## src/rtl/debounce_sync.sv

```systemverilog
// Synchronize and debounce one asynchronous level; optional abort counter under DEBOUNCE_SYNC_GLITCH_CNT_EN.
// Latency: SYNC_STAGES + DEBOUNCE_CYCLES edges, capture edge counted as the first; no backpressure (free-running level path).
module debounce_sync #(
    parameter int unsigned SYNC_STAGES     = 2,
    parameter int unsigned DEBOUNCE_CYCLES = 16,
    parameter logic        RESET_LEVEL     = 1'b0
) (
    input  logic       i_clk,
    input  logic       i_arst_n,
    input  logic       i_signal,
    output logic       o_stable,
    output logic       o_busy
`ifdef DEBOUNCE_SYNC_GLITCH_CNT_EN
    ,
    output logic [7:0] o_glitch_count
`endif
);

    localparam int unsigned     CW       = $clog2(DEBOUNCE_CYCLES + 1);
    localparam logic [CW-1:0]   CNT_LAST = CW'(DEBOUNCE_CYCLES - 1);

    typedef enum logic {
        ST_STABLE  = 1'b0,
        ST_CONFIRM = 1'b1
    } state_t;

    logic [SYNC_STAGES-1:0] sync_q;
    logic                   s;
    state_t                 state_q;
    logic [CW-1:0]          cnt_q;
    logic                   stable_q;
    logic                   busy_q;

    // Pure flop chain: nothing combinational between stages.
    always_ff @(posedge i_clk or negedge i_arst_n) begin
        if (!i_arst_n) begin
            sync_q <= {SYNC_STAGES{RESET_LEVEL}};
        end else begin
            sync_q <= {sync_q[SYNC_STAGES-2:0], i_signal};
        end
    end

    assign s = sync_q[SYNC_STAGES-1];

    always_ff @(posedge i_clk or negedge i_arst_n) begin
        if (!i_arst_n) begin
            state_q  <= ST_STABLE;
            cnt_q    <= '0;
            stable_q <= RESET_LEVEL;
            busy_q   <= 1'b0;
        end else begin
            case (state_q)
                ST_STABLE: begin
                    if (s != stable_q) begin
                        if (DEBOUNCE_CYCLES == 1) begin
                            stable_q <= s;
                        end else begin
                            state_q <= ST_CONFIRM;
                            cnt_q   <= CW'(1);
                            busy_q  <= 1'b1;
                        end
                    end
                end
                ST_CONFIRM: begin
                    if (s != stable_q) begin
                        if (cnt_q == CNT_LAST) begin
                            stable_q <= s;
                            cnt_q    <= '0;
                            state_q  <= ST_STABLE;
                            busy_q   <= 1'b0;
                        end else begin
                            cnt_q <= cnt_q + 1'b1;
                        end
                    end else begin
                        // Input fell back before confirmation: drop the candidate.
                        cnt_q   <= '0;
                        state_q <= ST_STABLE;
                        busy_q  <= 1'b0;
                    end
                end
                default: begin
                    state_q <= ST_STABLE;
                    cnt_q   <= '0;
                    busy_q  <= 1'b0;
                end
            endcase
        end
    end

    assign o_stable = stable_q;
    assign o_busy   = busy_q;

`ifdef DEBOUNCE_SYNC_GLITCH_CNT_EN
    logic       abort;
    logic [7:0] glitch_q;

    assign abort = (state_q == ST_CONFIRM) && (s == stable_q);

    always_ff @(posedge i_clk or negedge i_arst_n) begin
        if (!i_arst_n) begin
            glitch_q <= 8'd0;
        end else if (abort && (glitch_q != 8'hFF)) begin
            glitch_q <= glitch_q + 8'd1;
        end
    end

    assign o_glitch_count = glitch_q;
`endif

endmodule

```

## config.mk

```make
export PLATFORM = sky130hd
export DESIGN_NAME = debounce_sync
export DESIGN_NICKNAME = d
export VERILOG_FILES = /design/src/rtl/debounce_sync.sv
export SDC_FILE = /design/constraint.sdc
export NUM_CORES = 1
export LEC_CHECK = 0
export CELL_PAD_IN_SITES_DETAIL_PLACEMENT = 1
export CELL_PAD_IN_SITES_GLOBAL_PLACEMENT = 1
export CORE_AREA = 8 8 45 47
export CTS_BUF_LIST = sky130_fd_sc_hd__clkbuf_4
export DETAILED_ROUTE_END_ITERATION = 10
export DIE_AREA = 0 0 53 55
export PLACE_DENSITY = 0.69
export SLEW_MARGIN = 20
export SYNTH_ARGS = -nofsm -noshare
export SYNTH_HDL_FRONTEND = slang
export SYNTH_SLANG_ARGS = --single-unit
```

## constraint.sdc

```tcl
create_clock -name i_clk -period 1.44 [get_ports i_clk]
set_input_delay 0.36 -clock i_clk [delete_from_list [all_inputs] [get_ports i_clk]]
set_output_delay 0.36 -clock i_clk [all_outputs]
set_load 0.03 [all_outputs]
```

# == After elaboration in Yosys (flattened, before gate mapping) ==
# Cells that the tools add are included.
# totals
out_inout_bits,2
input_bits,3
register_bits,10
# classes
reduce_logical,2
n_eq_ne,4
mux,12
n_addsub,1
bitwise_logic,1
# op_table
operator,n
two-way mux 5 bit,3
case mux 5 bit (2 select lines),1
two-way mux 1 bit,6
"adder 5 x 1 -> 5 bit, second input constant",1
"== test 5 x 4 -> 1 bit, second input constant",1
case mux 1 bit (2 select lines),2
"inequality test 3 x 2 -> 1 bit, second input constant",1
AND reduction 3 bit,1
"inequality test 2 bit, second input constant",1
AND reduction 2 bit,1
inequality test 1 bit,1
NOT 1 bit,1

# == Logic depth before layout (Yosys ltp) ==
# depth
depth_word,4
mapped_depth,4

# == Worst setup path before layout ==
# OpenSTA, ideal clock, no wires.
# synth_path
kind,register -> register
startpoint,register cnt_q[0]
endpoint,register stable_q (netlist: o_stable)
arrival_time_ns,1.164
setup_ns,0.125
required_time_ns,1.315
stages_incl_launch_ff,5
path_slack_ns,0.151
cell_sequence,dfrtp_1 -> ha_1 -> and4b_4 -> nand2_2 -> mux2_4
# synth_via
elab_chain_cells,2
# synth_rtl
element,line,rtl
from (decl),30,logic [CW-1:0] cnt_q;
from (signal assigned),72,cnt_q <= cnt_q + 1'b1;
== test 5 x 4 -> 1 bit,66,if (cnt_q == CNT_LAST) begin
AND reduction 3 bit (no source line),n/a,
to (signal assigned),56,stable_q <= s;
to (signal assigned),67,stable_q <= s;
to (decl),31,logic stable_q;
# Every way passes these cells.
# A chain may end at the register's enable or synchronous reset.

# == Final worst setup path ==
# layout_path
startpoint,register cnt_q[1]
endpoint,register stable_q (netlist: o_stable)
# Same word-level chain as after synthesis.

==> impl_results.md <==
* Routed via count at 330
* HP Class: reg2reg
* Worst path bufs/invs at 0
* CP max-delay cell: dfrtp_1
* # hold bufs at CTS at 0
* Row count at 14
* Mapped Cells at 38
* Met2 wire len at 509 um
* Adder-Cell Fraction of Synth Area at 2.72%
* Largest family of logic cells by synthesized area: simple AND/OR/NAND/NOR gates
* # diodes at 0
* Synth-to-Final Area Change at 19.6%
* Xor-xnor portion of the synthesized cell area at 9.24%
* Syn avg cell area at 12.1 um^2
* Clk_lat worst skew at 0.26 ns
* Final WS setup at 0.0864 ns
* CTS buffer count at 3
* Slew HR at 70.1%
* Fill count at 146
* Clock Tree Root: clkbuf_4
* Worst vdd ir at 0.000663 V
* Fmax at 0.739 GHz
* Setup TNS at 0 ns
* Grt ovf at 0
* Final worst path period share at 94.0%
* CTS tree: yes
* Clock Skew at 0.00483 ns
* CTS Buffer Depth at 2
* Leakage at 0.239 nW
* Router iterations before antenna repair at 3
* Die X at 53 um
* Worst min-delay path startpoint: sync_q[0]
* Post-synthesis simple-gate area fraction at 15.5%
* Max-Cap Viols at 0
* Startpoint types: register
* GP Congestion at 0.806
* IO buf count at 4
* Reg-to-reg startpoint: cnt_q[1]
* Cells after DPL at 58
* WS Path Type: reg2reg
* CP Data Arrival Time at 1.50 ns
* Htree depth at 1
* Gr usage total at 8.05%
* Share of layout cells above drive strength 1 at 28.3%
* Slowest stage delay, CP at 0.37 ns
* Most common cell after layout, fill and taps aside: dfrtp_1
* Max FO, Critical Path at 5
* Min cycle time layout at 1.35 ns
* Final cell count without fillers at 62
* Core box area at 1380 um^2
* Status: completed
* DIE HEIGHT at 55 um
* Ys Warns at 0
* Largest net degree at the start of global routing at 13
* Initial antenna violation count at 0
* Pre-CTS WS at 0.0509 ns
* Clk slew on worst S/H paths at 0.07 ns
* Synth Area in Compound Gates at 13.9%
* CP delay by family, top: flip-flops
* Mux cell area share after synthesis at 3.26%
* Most frequent cells in the layout: dfrtp_1, buf_4
* Critical Path Start: cnt_q[1]
* Setup violators final at 0
* Pins over their slew limit at 0
* Mapped Nets at 42
* Die area at 2920 um^2
* Seq/Total Area, Yosys at 54.3%
* Slew @ Worst Pin at 0.447 ns
* Vias/cell at 5.32
* Total power divided by cell area at 1050 nW/um^2
* Initial core utilization at 33.3%
* Post-route DRC at 0
* Final net count at 52
* I/O Pins at 5
* Hold Vio Cnt, Final at 0
* Remaining antenna violation count at 0
* Required time worst endpoint at 1.59 ns
* Global-route wire length before repair at 1660 um
* Crit path cell chain: ha_2, and4b_4, nand2_2, mux2_4
* CTS sink count at 10
* Synth Cell Area at 460 um^2
* Count of cell types in the netlist at 20
* Max Used Layer: met4
* Metal3 WL at 22 um
* Wl on met1 at 382 um
* RSZ-0062 raised after global routing: no
* Worst setup EP type: register
* Detailed Place HPWL at 704 um
* Wire length per cell at 15.2 um
* FF+latch count, synth at 10
* Initial DRC count at 2
* Vias in the first global route at 369
* Final WL at 945 um
==> stage by stage <==
step	power (W)	util [%]	hold slack, ns	area (um^2)
2_1_floorplan	0.000357	-	0.0644	460
6_report	0.000577	39.8	0.362	551
5_1_grt	0.000608	39.8	0.372	551
4_1_cts	0.000573	39.1	0.374	541
3_3_place_gp	0.000381	37.4	0.338	518
3_5_place_dp	0.000386	37.4	0.362	518
==> kinds of logic after synthesis <==
kind of cell,Yosys count
flip-flops,10
adder cells (fa/ha/maj),1
XOR/XNOR,4
multiplexers,1
AND/OR/NAND/NOR,13
buffers and inverters,1
AO/OA/AOI/OAI,8
==> what timing repair did <==
item	CTS	global route
resized for setup	0	1
setup endpoints to repair	0	1
endpoints found under the hold margin	0	0
buffers inserted	0	1
==> flip-flops by register name, indices dropped and copies added (netlist names) <==
signal	flops
state_q	1
o_busy	1
o_stable	1
sync_q	2
cnt_q	5
==> final timing paths <==
| kind | endpoint | slack (ns) | cells after the start |
|---|---|---|---|
| min in group asynchronous | sync_q[1] | 0.41 | 1 |
| min | sync_q[1] | 0.36 | 0 |
| max reg2reg | o_stable | 0.09 | 4 |
| max | o_stable | 0.09 | 4 |
| max in group asynchronous | o_stable | 0.72 | 1 |
| min reg2reg | sync_q[1] | 0.36 | 0 |
==> report_power, final <==
part           switching, W  internal, W
sequential        0.0000187     0.000298
combinational     0.0000353    0.0000359
clock             0.0000930    0.0000964
total              0.000147     0.000430
==> final cells by class <==
class                           count  area (um^2)  share of cell area, %
Multi-Input combinational cell     27          208                   37.7
Tap cell                           16         20.0                   3.64
Timing Repair Buffer                6         50.0                   9.09
Clock buffer                        3         22.5                   4.09
Sequential cell                    10          250                   45.5
==> cells in the mapped netlist (all sizes together) <==
| library cell | number | share of area (%) |
|---|---|---|
| a21oi | 1 | 1.1 |
| a31o | 1 | 1.9 |
| and3 | 1 | 1.4 |
| and4b | 1 | 3.0 |
| buf | 1 | 1.1 |
| dfrtp | 10 | 54 |
| ha | 1 | 2.7 |
| mux2 | 1 | 3.3 |
| nand2 | 4 | 3.8 |
| nand3 | 3 | 3.3 |
| nor2 | 3 | 2.4 |
| nor3b | 1 | 1.6 |
| o21a | 2 | 3.3 |
| o21ai | 2 | 2.2 |
| o2bb2ai | 1 | 1.9 |
| o32ai | 1 | 3.5 |
| xnor2 | 1 | 1.9 |
| xor2 | 3 | 7.3 |
==> per-layer routing <==
| layer | vias up | track usage, % |
|---|---|---|
| met3 | 4 | 2.67 |
| met5 | - | 0 |
| met4 | 0 | 6.03 |
| met1 | 171 | 7.79 |
| met2 | 5 | 14.1 |
| li1 | 150 | - |
Note: power is estimated with default switching activity, not from simulation.
